$ cat src/rtl/hd44780_pkg.sv
// hd44780_pkg: shared instruction codes, FSM/delay enums and the
// microsecond-to-cycle conversion used by the HD44780 controller.
package hd44780_pkg;

    localparam logic [7:0] CLR   = 8'h01;
    localparam logic [7:0] HOME  = 8'h02;
    localparam logic [7:0] ENTRY = 8'h04;
    localparam logic [7:0] DISP  = 8'h08;
    localparam logic [7:0] FSET  = 8'h20;

    typedef enum logic [2:0] {
        PWR_WAIT,
        INIT_SEQ,
        IDLE,
        SETUP,
        PULSE,
        HOLD,
        GAP,
        WAIT
    } state_t;

    typedef enum logic [1:0] {
        DLY_SHORT,
        DLY_MID,
        DLY_INIT1,
        DLY_LONG
    } dly_t;

    // Duration is given in nanoseconds so sub-microsecond timings stay integer.
    // Result is ceil(ns * clk_hz / 1e9), never less than one cycle.
    function automatic int cyc(input longint ns, input longint clk_hz);
        longint c;
        c = (ns * clk_hz + 999_999_999) / 1_000_000_000;
        return (c < 1) ? 1 : int'(c);
    endfunction

endpackage

$ cat src/rtl/hd44780_timer.sv
// hd44780_timer: loadable down-counter shared by every delay in the
// controller. done is high while the count sits at zero.
module hd44780_timer #(
    parameter int W = 14
) (
    input  logic         clk,
    input  logic         rst,
    input  logic         load,
    input  logic [W-1:0] value,
    output logic         done
);

    logic [W-1:0] count;

    // Load takes priority; otherwise count down and park at zero.
    always_ff @(posedge clk or negedge rst) begin
        if (!rst) begin
            count <= '0;
        end else if (load) begin
            count <= value;
        end else if (count != '0) begin
            count <= count - W'(1);
        end
    end

    assign done = (count == '0);

endmodule

$ cat src/rtl/hd44780_ctrl.sv
// hd44780_ctrl: HD44780 character-LCD controller. Runs the power-on
// initialisation by instruction, then writes command/data bytes accepted
// over a valid/ready handshake, with every delay derived from CLK_HZ.
module hd44780_ctrl
    import hd44780_pkg::*;
#(
    parameter int BUS_W     = 4,
    parameter int CLK_HZ    = 250000,
    parameter int LINES     = 2,
    parameter int FONT_5X10 = 0
) (
    input  logic             clk,
    input  logic             rst,
    input  logic             in_valid,
    output logic             in_ready,
    input  logic             in_rs,
    input  logic [7:0]       in_data,
    output logic             busy,
    output logic             init_done,
    output logic             e,
    output logic             rs,
    output logic [BUS_W-1:0] db
);

    localparam int E_CYC   = cyc(500, CLK_HZ);
    localparam int GAP_CYC = cyc(1000, CLK_HZ);
    localparam int T_PWR   = cyc(40_000_000, CLK_HZ);
    localparam int T_INIT1 = cyc(4_500_000, CLK_HZ);
    localparam int T_SHORT = cyc(50_000, CLK_HZ);
    localparam int T_MID   = cyc(150_000, CLK_HZ);
    localparam int T_LONG  = cyc(2_000_000, CLK_HZ);
    localparam int TW      = $clog2(T_PWR + 1);

    localparam logic [3:0] LAST_STEP = 4'd8;
    localparam logic [7:0] FSET_BYTE = FSET
                                     | ((BUS_W == 8)     ? 8'h10 : 8'h00)
                                     | ((LINES == 2)     ? 8'h08 : 8'h00)
                                     | ((FONT_5X10 != 0) ? 8'h04 : 8'h00);

    state_t        state;
    logic [3:0]    step;
    logic          armed;
    logic          lo;
    logic          single;
    logic [7:0]    cur_byte;
    logic          cur_rs;
    dly_t          cur_dly;

    logic          tmr_load;
    logic [TW-1:0] tmr_value;
    logic          tmr_done;
    logic [TW-1:0] wait_val;

    logic [7:0]    rom_byte;
    logic          rom_single;
    dly_t          rom_dly;

    logic          need_gap;
    logic          long_cmd;

    // The bus unit for a byte: whole byte on an 8-bit bus, else one nibble.
    function automatic logic [BUS_W-1:0] unit_of(input logic [7:0] b, input logic low);
        if (BUS_W == 8) begin
            return BUS_W'(b);
        end else begin
            return BUS_W'(low ? b[3:0] : b[7:4]);
        end
    endfunction

    assign need_gap = (BUS_W == 4) && !lo && !single;
    assign long_cmd = !in_rs && ((in_data == CLR) || (in_data == HOME) || (in_data == 8'h03));
    assign busy     = ~in_ready;

    hd44780_timer #(
        .W(TW)
    ) u_timer (
        .clk  (clk),
        .rst  (rst),
        .load (tmr_load),
        .value(tmr_value),
        .done (tmr_done)
    );

    // Init ROM: byte, single-unit flag and post-write delay for each step.
    always_comb begin
        rom_byte   = FSET_BYTE;
        rom_single = 1'b0;
        rom_dly    = DLY_SHORT;
        case (step)
            4'd0: begin rom_byte = FSET | 8'h10; rom_single = 1'b1; rom_dly = DLY_INIT1; end
            4'd1: begin rom_byte = FSET | 8'h10; rom_single = 1'b1; rom_dly = DLY_MID;   end
            4'd2: begin rom_byte = FSET | 8'h10; rom_single = 1'b1; rom_dly = DLY_MID;   end
            4'd3: begin rom_byte = FSET;         rom_single = 1'b1; rom_dly = DLY_MID;   end
            4'd4: begin rom_byte = FSET_BYTE;                       rom_dly = DLY_SHORT; end
            4'd5: begin rom_byte = DISP;                            rom_dly = DLY_SHORT; end
            4'd6: begin rom_byte = CLR;                             rom_dly = DLY_LONG;  end
            4'd7: begin rom_byte = ENTRY | 8'h02;                   rom_dly = DLY_SHORT; end
            4'd8: begin rom_byte = DISP | 8'h04;                    rom_dly = DLY_SHORT; end
            default: ;
        endcase
    end

    // Translate the latched delay class into a timer preload (N cycles = N-1).
    always_comb begin
        case (cur_dly)
            DLY_MID:   wait_val = TW'(T_MID - 1);
            DLY_INIT1: wait_val = TW'(T_INIT1 - 1);
            DLY_LONG:  wait_val = TW'(T_LONG - 1);
            default:   wait_val = TW'(T_SHORT - 1);
        endcase
    end

    // Load the shared timer on entry to each timed state.
    always_comb begin
        tmr_load  = 1'b0;
        tmr_value = '0;
        case (state)
            PWR_WAIT: begin
                if (!armed) begin
                    tmr_load  = 1'b1;
                    tmr_value = TW'(T_PWR - 1);
                end
            end
            SETUP: begin
                tmr_load  = 1'b1;
                tmr_value = TW'(E_CYC - 1);
            end
            HOLD: begin
                tmr_load  = 1'b1;
                tmr_value = need_gap ? TW'(GAP_CYC - 1) : wait_val;
            end
            default: ;
        endcase
    end

    // Main FSM: init sequencing, handshake and write engine with registered pins.
    always_ff @(posedge clk or negedge rst) begin
        if (!rst) begin
            state     <= PWR_WAIT;
            step      <= '0;
            armed     <= 1'b0;
            lo        <= 1'b0;
            single    <= 1'b0;
            cur_byte  <= '0;
            cur_rs    <= 1'b0;
            cur_dly   <= DLY_SHORT;
            e         <= 1'b0;
            rs        <= 1'b0;
            db        <= '0;
            in_ready  <= 1'b0;
            init_done <= 1'b0;
        end else begin
            case (state)
                PWR_WAIT: begin
                    if (!armed) begin
                        armed <= 1'b1;
                    end else if (tmr_done) begin
                        state <= INIT_SEQ;
                    end
                end
                INIT_SEQ: begin
                    cur_byte <= rom_byte;
                    single   <= rom_single;
                    cur_dly  <= rom_dly;
                    cur_rs   <= 1'b0;
                    lo       <= 1'b0;
                    rs       <= 1'b0;
                    db       <= unit_of(rom_byte, 1'b0);
                    state    <= SETUP;
                end
                IDLE: begin
                    if (in_valid) begin
                        cur_byte <= in_data;
                        cur_rs   <= in_rs;
                        single   <= 1'b0;
                        lo       <= 1'b0;
                        cur_dly  <= long_cmd ? DLY_LONG : DLY_SHORT;
                        rs       <= in_rs;
                        db       <= unit_of(in_data, 1'b0);
                        in_ready <= 1'b0;
                        state    <= SETUP;
                    end
                end
                SETUP: begin
                    e     <= 1'b1;
                    state <= PULSE;
                end
                PULSE: begin
                    if (tmr_done) begin
                        e     <= 1'b0;
                        state <= HOLD;
                    end
                end
                HOLD: begin
                    db <= '0;
                    if (need_gap) begin
                        state <= GAP;
                    end else begin
                        rs    <= 1'b0;
                        state <= WAIT;
                    end
                end
                GAP: begin
                    if (tmr_done) begin
                        lo    <= 1'b1;
                        rs    <= cur_rs;
                        db    <= unit_of(cur_byte, 1'b1);
                        state <= SETUP;
                    end
                end
                WAIT: begin
                    if (tmr_done) begin
                        if (init_done) begin
                            in_ready <= 1'b1;
                            state    <= IDLE;
                        end else if (step == LAST_STEP) begin
                            init_done <= 1'b1;
                            in_ready  <= 1'b1;
                            state     <= IDLE;
                        end else begin
                            step  <= (BUS_W == 8 && step == 4'd2) ? 4'd4 : step + 4'd1;
                            state <= INIT_SEQ;
                        end
                    end
                end
                default: state <= PWR_WAIT;
            endcase
        end
    end

endmodule

$ cat config.mk
export PLATFORM = sky130hd
export DESIGN_NAME = hd44780_ctrl
export DESIGN_NICKNAME = d
export VERILOG_FILES = /design/src/rtl/hd44780_pkg.sv /design/src/rtl/hd44780_timer.sv /design/src/rtl/hd44780_ctrl.sv
export SDC_FILE = /design/constraint.sdc
export NUM_CORES = 1
export LEC_CHECK = 0
export ABC_AREA = 1
export CAP_MARGIN = 15
export CORE_MARGIN = 1
export CORE_UTILIZATION = 26
export DETAILED_ROUTE_END_ITERATION = 12
export DONT_BUFFER_PORTS = 1
export GPL_ROUTABILITY_DRIVEN = 0
export PLACE_DENSITY = 0.39
export SYNTH_ARGS = -nofsm -noshare
export SYNTH_HDL_FRONTEND = slang
export SYNTH_SLANG_ARGS = --single-unit
$ cat constraint.sdc
create_clock -name clk -period 2.7 [get_ports clk]
set_input_delay 0.81 -clock clk [delete_from_list [all_inputs] [get_ports clk]]
set_output_delay 0.81 -clock clk [all_outputs]
set_load 0.01 [all_outputs]
==> run summary, run 1 <==
The number of cells on the worst reg-to-reg path is 9. The row count came out at 35. The antenna diode count came out at 0. The later pin in the worst-skew pair is clocked with a latency of 300 ps. The TritonCTS sink count is 39.

The completed layout was analyzed and its total power is 0.977 mW. The min-delay analysis places its worst path in the category in2async. Setup repair after global routing left no endpoint under its margin.

The sequential fraction of the synthesis area is 39.5%. The clock tree from TritonCTS is built. The first global-routing pass estimated 10.2 mm of wire. The post-synthesis register bit count is 39. The total of max-cap violations came out at 0. The worst endpoint data arrival time came out at 1990 ps. The run finished with clean final reports. The total nets after synthesis came out at 350. The endpoint class of the critical path is a flop. The width of the die came out at 99.5 microns. The total track usage came out at 13.2%. Post-CTS repair changed the size of 0 cells. For this configuration, the core starts out at a cell density of 26.8%. The total area of multi-input combinational cells is 1310 sq um.

The reg-to-reg critical path endpoint is u_timer.count[0]$_DFFE_PN0P_. The most common cell in the synthesized netlist is nand2_1. The clock-pin slew on the worst setup and hold paths is 90 ps. The die footprint is 9910 sq um. A synthesized cell averages 7.43 sq um. Counting the buffers created by CTS gives 5.

The DRC violation total after the first TritonRoute iteration is 92. The largest net degree at the start of global routing came out at 40. The count of buffers added on input and output ports is 0. The number of remaining DRC errors is 0. Dividing the detail-routed wire length by the instance count gives 12.6 microns. Dividing the final minimum period by the clock period gives 66.9%. The cell type with the largest total area after synthesis is dfrtp_1.

The number of hold violations in the final report was 0. The number of H-tree levels came out at 2. The die is 99.5 microns tall. The total leakage power is 1.43 nW. The number of flops mapped to enable cells by yosys came out at 0. The number of primary I/O pins is 21. The post-route setup TNS came out at 0 ps.

The post-layout minimum cycle time came out at 1810 ps. Counting both buffers and inverters, the worst setup path holds a total of 3. The worst register-to-register path begins at state[2]$_DFFE_PN0P_. Derived from the worst setup path, the maximum achievable clock frequency is 0.553 GHz.

The fill cell total of the finished layout is 1049. The buffer type at the clock tree root is clkbuf_8. The setup path with the least slack is of type reg2reg. From synthesis to final layout, the design area changed by 8.95%. The reg2reg setup slack came out at 890 ps. The finished cells cover 2700 sq um. The power density over the cells came out at 363 nW/um^2. The share of the synthesized area in the top cell type is 39.5%. The post-CTS repair timing setup buffer count is 0. The largest driver fanout on the critical path came out at 13. The number of warnings printed during yosys synthesis came out at 0. The kind of cell with the highest combined delay on the critical path is simple AND/OR/NAND/NOR gates. The number of antenna violations at the first check in global routing was 0. Detailed placement finished with a half-perimeter wire length of 4.67 mm.

The critical path goes through inv_2, nand2_1, nor2_4, nor2_4, inv_2, nor2_8, inv_2, nand2_1, nand2_1. Ranked by total cell area, the synthesized netlist is headed by dfrtp_1 39%, nand2_1 14%, inv_1 6.1%, nand3_1 4.9%, nor2_1 4.6%. On the worst path, the slowest cell contributes a delay of 560 ps. The launch point of the worst path is state[2]$_DFFE_PN0P_. The combined area of all synthesized cells is 2470 sq um. The flip-flop cell with the highest count after synthesis is dfrtp_1.

The total grt overflow came out at 0. Buffers inserted to repair hold after CTS numbered 0. In the synthesized netlist, the cells that appear most often are 95 x nand2_1, 40 x inv_1, 39 x dfrtp_1. The number of nets at the end of the flow came out at 354. The relative max-transition margin came out at 68.9%.

The number of unique standard cell types used by synthesis is 32. The data required time at the worst endpoint came out at 2880 ps. For this run, the detailed router's first-pass iteration total came to 4.

The total area inside the core boundary comes to 9240 sq um. The post-synthesis async set-or-reset flop share came out at 100%. Counting along the longest clock path gives a buffer depth of 2.

The number of max-slew violations in the final report came out at 0. The post-detailed-routing wire length is 5.90 mm. Across the VDD grid, the largest voltage drop is 0.143 mV. Dividing the detail-routed via count by the number of cells gives 4.41. The register area is 976 sq um. The clock skew is 15.7 ps.

Setup violations remaining at the end of the flow were counted as 0. The pin slew with the least headroom to its limit is 466 ps. The via count of the first global-routing pass is 2024. The share of cells above drive strength 1 is 13.3%. After detailed placement, the total cell area comes to 2610 sq um. The detail route stage leaves a number of antenna-violating nets equal to 0. The worst setup path is launched from a flop.

The cell with the largest stage delay on the worst path is dfrtp_1. Across all layers, the routed design uses 2061 vias. After technology mapping, the gate count stands at 333.
[area by class of cell]
| type | count | share of cell area, % |
|---|---|---|
| multi-input cells | 246 | 48.4 |
| flip-flops and latches | 39 | 36.2 |
| inverters | 45 | 6.27 |
| well taps | 129 | 5.99 |
| clock buffers | 5 | 2.55 |
| clock inverters | 3 | 0.557 |
[flip-flops by register name, summed over array words and instances, names as in the netlist]
signal / count
u_timer.count: 14
lo: 1
init_done: 1
rs: 1
state: 3
cur_dly: 2
single: 1
e: 1
armed: 1
in_ready: 1
cur_rs: 1
step: 4
cur_byte: 4
db: 4
[through the flow]
stage / cells / util (%) / setup slack [ps] / hold slack (ps)
4_1_cts: 467 / 29.2 / 881 / 185
3_5_place_dp: 459 / 28.3 / 879 / 465
6_report: 467 / 29.2 / 893 / 200
2_1_floorplan: 333 / - / 1140 / 442
5_1_grt: 467 / 29.2 / 707 / 179
3_3_place_gp: 459 / 28.3 / 870 / 465
[metal layers]
metal  vias up  global-route usage, %  part of all wire [%]
met2        32                   21.6                    48
li1       1065                      -                     -
met5         -                      0                     0
met1       962                   17.6                    48
met4         0                   3.51                  0.51
met3         2                   3.02                   3.7
[worst reg2reg max path: stages, from the launching register on]
cell and delay (ps):
dfrtp_1 560, inv_2 140, nand2_1 160, nor2_4 80, nor2_4 290, inv_2 120, nor2_8 170, inv_2 60
nand2_1 60, nand2_1 50
[power breakdown]
part	switching (mW)	leakage [nW]	total (mW)	internal [mW]
sequential	0	0.483	0.584	0.584
combinational	0.000920	0.897	0.00222	0.00130
clock	0.214	0.0477	0.391	0.177
[worst max-delay path by stage]
| stage | cells past startpoint | to | slack, ps |
|---|---|---|---|
| 4_1_cts | 9 | u_timer.count[1]$_DFFE_PN0P_ | 880 |
| 3_3_place_gp | 9 | db[2]$_DFFE_PN0P_ | 870 |
| 6_report | 9 | u_timer.count[0]$_DFFE_PN0P_ | 890 |
| 3_5_place_dp | 9 | db[2]$_DFFE_PN0P_ | 880 |
| 5_1_grt | 9 | u_timer.count[1]$_DFFE_PN0P_ | 710 |
| 2_1_floorplan | 9 | state[1]$_DFFE_PN0P_ | 1140 |
[cell usage in the layout, fill, tap and decap left out, types with 2 or more instances in the layout]
cell type   n
nand3_1    24
dfrtp_1    39
inv_1      40
a22oi_1     2
or2_2       2
a31oi_1     2
xor2_1      6
o21ai_0    20
nor2_8      3
nand4_1     3
a21oi_1    18
nand2_1    95
nor3_1      2
nor2_2      8
ha_1        5
nor2_1     30
clkinv_2    3
nand3b_1    3
inv_2       5
clkbuf_8    5
nor2_4      4
nand2_4     3
nand2_2     8
[kinds of logic after synthesis]
| logic type | count (synthesis) | synth area share [%] |
|---|---|---|
| simple gates | 186 | 36.5 |
| fa+ha+maj | 5 | 2.53 |
| compound gates | 48 | 11.3 |
| buf+inv | 48 | 7.79 |
| xor+xnor | 7 | 2.48 |
| flops | 39 | 39.5 |
No activity file was read; power rests on OpenSTA's default activity.
==> run 2, diff against run 1 <==
- PLACE_DENSITY: 0.39 -> 0.41
- clock period: 2.7 -> 1.5 ns (I/O delays scaled with it)
==> run 2 against run 1 <==
Against the previous run:
- the run now ends with negative setup slack left
- global-route usage rose by 1.1 points
- via count rose by 7.4%
- clock skew barely moved
- die area did not move
- clock-buffer cell count rose by 1
- fmax rose by 18%
- largest cell class unchanged
==> run summary, run 2 (synthesized netlist as in run 1, its figures left out) <==
Status: finished, violations left (was completed). The final reports fail on negative setup slack. The share of cells above drive strength 1 is 33.2% (was 13.3%). The post-route setup TNS came out at -76.2 ps (was 0 ps). The placed instance area is 2990 sq um (was 2610 sq um). The number of hold violations in the final report is 0 (unchanged). The maximum buffer depth of the clock tree came out at 2 (unchanged).

The maximum clock rate came out at 0.653 GHz (was 0.553 GHz). The via count of the first global-routing pass is 2266 (was 2024). The number of optimization iterations in the first detailed-route pass came out at 4 (unchanged). The effective utilization at floorplan came out at 26.8% (unchanged).

The least setup slack across all paths after layout came out at -30.5 ps (was 893 ps). The width of the die is 99.5 microns (unchanged). The finished layout cell area is 3340 sq um (was 2700 sq um).

The detailed placer's ending HPWL came out at 5.00 mm (was 4.67 mm). The clock-pin slew on the worst setup and hold paths is 90 ps (about the same). The total vias in the final route was 2214 (was 2061). The logic depth of the worst path, buffers included is 8 (was 9).

The buffering stage count on the worst path with inverters included came to 0 (was 3). The number of max-slew violations in the final report is 0 (unchanged). The post-layout minimum cycle time is 1530 ps (was 1810 ps). The pin slew with the least headroom to its limit came out at 293 ps (was 466 ps).

The reg2reg setup slack came out at -30 ps (was 890 ps). The overall power after layout came to 2.06 mW (was 0.977 mW). The antenna diode count is 0 (unchanged). The peak supply drop is 0.321 mV (was 0.143 mV).

The DRC violation total after the first TritonRoute iteration was 72 (was 92). The vertical die dimension was 99.5 microns (unchanged). The buffer type at the clock tree root was clkbuf_8 (unchanged). The final cell utilization of the core came out at 36.1% (was 29.2%).

The critical setup path kind was reg2reg (unchanged). The worst endpoint data arrival time came to 1740 ps (was 1990 ps). The total of max-cap violations is 0 (unchanged). Most used cells in the layout excluding fill and tap cells: 84 x nand2_1, 43 x buf_4, 36 x inv_1, 36 x dfrtp_1, 23 x nor2_1 (was 95 x nand2_1, 40 x inv_1, 39 x dfrtp_1). The growth of design area from synthesis to finish is 35.0% (was 8.95%). The total leakage power is 1.71 nW (was 1.43 nW). The detail-routed net length per standard cell came out at 12.7 microns (was 12.6 microns). The total clock buffers created by CTS came out at 5 (unchanged). The count of input and output buffers came out at 0 (unchanged). The register with the highest flop count is u_timer.count (unchanged).

RSZ-0062 raised after global routing: true (was false). The cell with the largest stage delay on the worst path is dfrtp_1 (unchanged). The power density over the cells is 616 nW/um^2 (was 363 nW/um^2).

The number of H-tree levels is 2 (unchanged). The largest net degree at the start of global routing came to 40 (unchanged). The via count normalized by instance count is 4.28 (was 4.41). The number of remaining DRC errors is 0 (unchanged).

The die footprint came to 9910 sq um (unchanged). The ratio of final minimum period to clock period is 102% (was 66.9%). The type of the most critical hold path is in2reg (was in2async).

The post-detailed-routing wire length came out at 6.55 mm (was 5.90 mm). The reg-to-reg critical path endpoint is db[3]$_DFFE_PN0P_ (was u_timer.count[0]$_DFFE_PN0P_). The total track usage came out at 14.4% (was 13.2%).

The clock tree from TritonCTS is built (unchanged). The total grt overflow came to 0 (unchanged). The launch point of the worst path is u_timer.count[3]$_DFFE_PN0P_ (was state[2]$_DFFE_PN0P_). The capturing element of the worst setup path is db[3]$_DFFE_PN0P_ (was u_timer.count[0]$_DFFE_PN0P_). The relative max-transition margin is 80.4% (was 68.9%). The row count is 35 (unchanged).

The endpoint class of the critical path is a flop (unchanged). The number of antenna violations at the first check in global routing is 0 (unchanged). The remaining antenna violation count is 0 (unchanged). The wire length of the first global-routing pass is 11.1 mm (was 10.2 mm). The data required time at the worst endpoint is 1710 ps (was 2880 ps). The clock skew is 15.5 ps (was 15.7 ps). The number of nets at the end of the flow is 404 (was 354). The number of primary I/O pins came out at 21 (unchanged). The number of flip-flops under the largest register name is 14 (unchanged). The clock latency on the worst-skew pair is 300 ps (about the same). The delay of the slowest cell on the worst path is 450 ps (was 560 ps).

The setup violation total in the final timing report came out at 6 (was 0). The setup slack at placement came out at -52.7 ps (was 879 ps). The largest driver fanout on the critical path is 8 (was 13). The kind of cell with the highest combined delay on the critical path is simple AND/OR/NAND/NOR gates (unchanged). The most common cell after layout, fill and taps aside was nand2_1 (unchanged). The TritonCTS sink count is 39 (unchanged). The launch instance of the worst register-to-register path was u_timer.count[3]$_DFFE_PN0P_ (was state[2]$_DFFE_PN0P_).

The number of cells on the worst reg-to-reg path is 8 (was 9). The type of origin of the critical path is a flop (unchanged). The area of the core came out at 9240 sq um (unchanged). Cell-by-cell trace of the critical path: nor2_2, nand2_4, nor2_8, nand2_8, a21boi_4, nand2_4, nand2_1, nand2_1 (was inv_2, nand2_1, nor2_4, nor2_4, inv_2, nor2_8, inv_2, nand2_1, nand2_1).
==> run 2: cell types whose count changed in the layout (fill, tap and decap cells not counted), sizes merged <==
cell	change
inv	+1
buf	+49
bufinv	+1
dlygate4sd3	+1
clkinv	-3
clkbuf	+1
==> run 2: cell type report <==
type | instances | area, sq um
Clock buffer | 6 | 82.6
Clock inverter | 2 | 38.8
Fill cell | 1000 | 5900
Inverter | 45 | 171
Multi-Input combinational cell | 246 | 1460
Sequential cell | 39 | 980
Tap cell | 129 | 161
Timing Repair Buffer | 50 | 447
==> run 2: per-layer routing <==
metal / routed length, microns / track usage [%]
met5: 0 / 0
met4: 27 / 2.71
met3: 172 / 2.81
met2: 3290 / 25.1
met1: 3060 / 18.5
==> run 2: metrics by stage <==
stage | hold WS (ps) | cells
after floorplan | 154 | 333
after detailed placement | 156 | 503
after global routing | 341 | 517
after global placement | 156 | 503
after CTS | 331 | 515
final | 336 | 517
==> run 2: power by group <==
part	switching (mW)	internal, mW	leakage [nW]	total (mW)
Clock	0.421	0.548	0.0618	0.969
Combinational	0.0259	0.0116	1.17	0.0375
Sequential	0	1.05	0.482	1.05
Total	0.447	1.61	1.71	2.06
==> run 2: what timing repair did <==
action	in CTS	in global routing
pin swaps	2	9
endpoints found under the setup margin	20	37
hold buffers	2	0
resized for setup	9	39
setup buffers	2	2
hold endpoints to repair	39	0
==> run 2: worst min-delay path by stage <==
| stage | start | endpoint | slack (ps) | cells after the start |
|---|---|---|---|---|
| floorplan | rst | armed$_DFFE_PN0N_ | 150 | 0 |
| global placement | rst | u_timer.count[9]$_DFFE_PN0P_ | 160 | 0 |
| detailed placement | rst | u_timer.count[7]$_DFFE_PN0P_ | 160 | 0 |
| CTS | in_data[3] | cur_byte[3]$_DFFE_PN0P_ | 330 | 2 |
| global route | in_data[0] | cur_byte[0]$_DFFE_PN0P_ | 340 | 2 |
| finish | in_data[3] | cur_byte[3]$_DFFE_PN0P_ | 340 | 2 |
==> run 3, diff against run 2 <==
- CORE_ASPECT_RATIO: not set -> 0.7
- HOLD_SLACK_MARGIN: not set -> 0.08
==> run 3 against run 2 <==
Against the previous run:
- the run still ends with negative setup slack left
- design area rose by 0.30%
- cell count fell by 0.77%
- sequential share of layout area fell by 0.050 points
- combinational power fell by 1%
- register-to-register slack barely moved
- first-iteration DRC count rose by 58%
- via count rose by 0.32%
- largest power group unchanged
- highest routed layer unchanged
==> run summary, run 3 (synthesized netlist as in run 1, its figures left out) <==
Status: finished, violations left (unchanged). Violated checks: negative setup slack (unchanged). The type of the most critical hold path is in2reg (unchanged). The most common cell after layout, fill and taps aside was nand2_1 (unchanged). The relative max-transition margin came out at 79.8% (was 80.4%). The number of remaining DRC errors is 0 (unchanged).

The fill cell total of the finished layout is 991 (was 1000). The post-detailed-routing wire length came out at 6.65 mm (was 6.55 mm). The total leakage power is 1.71 nW (about the same).

The type of origin of the critical path is a flop (unchanged). The post-route worst hold slack is 365 ps (was 336 ps). The row count came out at 29 (was 35).

The DRC violation total after the first TritonRoute iteration came out at 114 (was 72). The clock-pin slew on the worst setup and hold paths is 60 ps (was 90 ps). The register with the highest flop count is u_timer.count (unchanged). The via count normalized by instance count was 4.33 (was 4.28). The total clock buffers created by CTS is 5 (unchanged).

The placed instance area is 2970 sq um (was 2990 sq um). The total of max-cap violations is 0 (unchanged). The number of hold violations in the final report is 0 (unchanged). The least setup slack across all paths after layout came out at -26.0 ps (was -30.5 ps). The antenna diode count came out at 0 (unchanged). The peak supply drop is 0.385 mV (was 0.321 mV).

The area of the core came out at 9140 sq um (was 9240 sq um). The post-layout minimum cycle time came to 1530 ps (about the same). The remaining antenna violation count is 0 (unchanged). The number of optimization iterations in the first detailed-route pass is 4 (unchanged).

The endpoint class of the critical path is a flop (unchanged). The pin slew with the least headroom to its limit came to 303 ps (was 293 ps). The number of max-slew violations in the final report is 0 (unchanged). The share of cells above drive strength 1 is 32.6% (was 33.2%).

The growth of design area from synthesis to finish came out at 35.4% (was 35.0%). Most used cells in the layout excluding fill and tap cells: 87 x nand2_1, 45 x buf_4, 37 x inv_1 (was 84 x nand2_1, 43 x buf_4, 36 x inv_1, 36 x dfrtp_1, 23 x nor2_1). The buffer type at the clock tree root was clkbuf_16 (was clkbuf_8). The total vias in the final route was 2221 (was 2214).

The via count of the first global-routing pass is 2246 (was 2266). The number of cells in the design after placement is 497 (was 503). The finished layout cell area came out at 3350 sq um (was 3340 sq um). The clock tree from TritonCTS is built (unchanged). The effective utilization at floorplan was 27.1% (was 26.8%). The number of flip-flops under the largest register name is 14 (unchanged). The number of standard cells in the final layout excluding fillers came out at 513 (was 517). The maximum buffer depth of the clock tree is 2 (unchanged). The detail-routed net length per standard cell is 13.0 microns (was 12.7 microns). The ratio of final minimum period to clock period is 102% (about the same). The setup violation total in the final timing report came out at 4 (was 6). The number of nets at the end of the flow is 405 (was 404).

The clock latency on the worst-skew pair is 280 ps (was 300 ps). The TritonCTS sink count was 39 (unchanged). The number of primary I/O pins is 21 (unchanged). The width of the die is 119 microns (was 99.5 microns). The total track usage came out at 14.7% (was 14.4%). The detailed placer's ending HPWL is 5.18 mm (was 5.00 mm). The maximum clock rate came out at 0.655 GHz (was 0.653 GHz).

The number of H-tree levels came to 2 (unchanged). The number of antenna violations at the first check in global routing came to 0 (unchanged). The worst endpoint data arrival time was 1700 ps (was 1740 ps).

The largest driver fanout on the critical path came to 8 (unchanged). The die footprint came out at 9910 sq um (about the same). The count of input and output buffers came out at 0 (unchanged). The critical setup path kind is reg2reg (unchanged). The power density over the cells came out at 635 nW/um^2 (was 616 nW/um^2). The clock skew was 5.27 ps (was 15.5 ps). The largest net degree at the start of global routing came out at 40 (unchanged). The wire length of the first global-routing pass was 11.3 mm (was 11.1 mm).

RSZ-0062 raised after global routing: true (unchanged). The data required time at the worst endpoint came out at 1680 ps (was 1710 ps). The vertical die dimension is 83.6 microns (was 99.5 microns). The total grt overflow is 0 (unchanged).
-- run 3: cell types whose count changed in the layout (fill, tap and decap cells not counted), sizes merged --
cell and delta:
bufinv -1, clkbuf +1, buf +1, inv -1
clkinv +1
-- run 3: layer usage --
layer | track usage (%) | vias up | routed length (microns) | share of wire (%)
li1 | - | 1167 | - | -
met1 | 23.9 | 1021 | 3920 | 59
met2 | 19.0 | 31 | 2500 | 37
met3 | 3.01 | 2 | 198 | 3.0
met4 | 3.45 | 0 | 42 | 0.63
met5 | 0 | - | 0 | 0
-- run 3: final cells by class --
type / count / area (sq um) / share of cell area, %
flip-flops and latches: 39 / 981 / 29.3
repair buffers: 51 / 438 / 13.1
clock inverters: 1 / 5.00 / 0.149
multi-input cells: 246 / 1470 / 43.8
clock buffers: 7 / 133 / 3.96
well taps: 124 / 155 / 4.63
inverters: 45 / 171 / 5.12
-- run 3: critical path, stage by stage, from the launching register on --
cell and delay [ps]:
dfrtp_1 390, inv_2 80, ha_4 140, nand2_4 80
nor2_8 120, nand2_8 80, a21boi_4 290, nand2_4 110
nand2_2 90, nand2_2 40
-- run 3: power breakdown --
part,internal [mW],switching (mW)
clock,0.615,0.422
combinational,0.0116,0.0255
sequential,1.05,0
-- run 3: worst paths after layout --
path | from | end | slack [ps] | depth (start not counted)
max | u_timer.count[0]$_DFFE_PN0P_ | db[0]$_DFFE_PN0P_ | -30 | 9
min | in_data[0] | cur_byte[0]$_DFFE_PN0P_ | 370 | 2
max reg2reg | u_timer.count[0]$_DFFE_PN0P_ | db[0]$_DFFE_PN0P_ | -30 | 9
min reg2reg | cur_rs$_DFFE_PN0P_ | cur_rs$_DFFE_PN0P_ | 490 | 2
max in group asynchronous | rst | state[0]$_DFFE_PN0P_ | 620 | 2
min in group asynchronous | rst | cur_byte[2]$_DFFE_PN0P_ | 670 | 2
-- run 3: what timing repair did --
action / CTS / global route
endpoints found under the hold margin: 39 / 0
pin swaps: 4 / 7
setup buffers: 3 / 3
gates resized for setup: 5 / 45
setup endpoints to repair: 13 / 34
hold buffers: 2 / 0
gates cloned: 0 / 0
-- run 3: metrics by stage --
step,TNS (ps),setup slack [ps],util (%),power [mW]
6_report,-62.8,-26.0,36.6,2.13
5_1_grt,-1320,-121,36.6,2.22
4_1_cts,-4.68,-4.68,34.9,2.17
3_5_place_dp,-557,-63.2,32.4,1.08
3_3_place_gp,-256,-41.3,32.4,1.08
2_1_floorplan,0,5.58,-,1.08
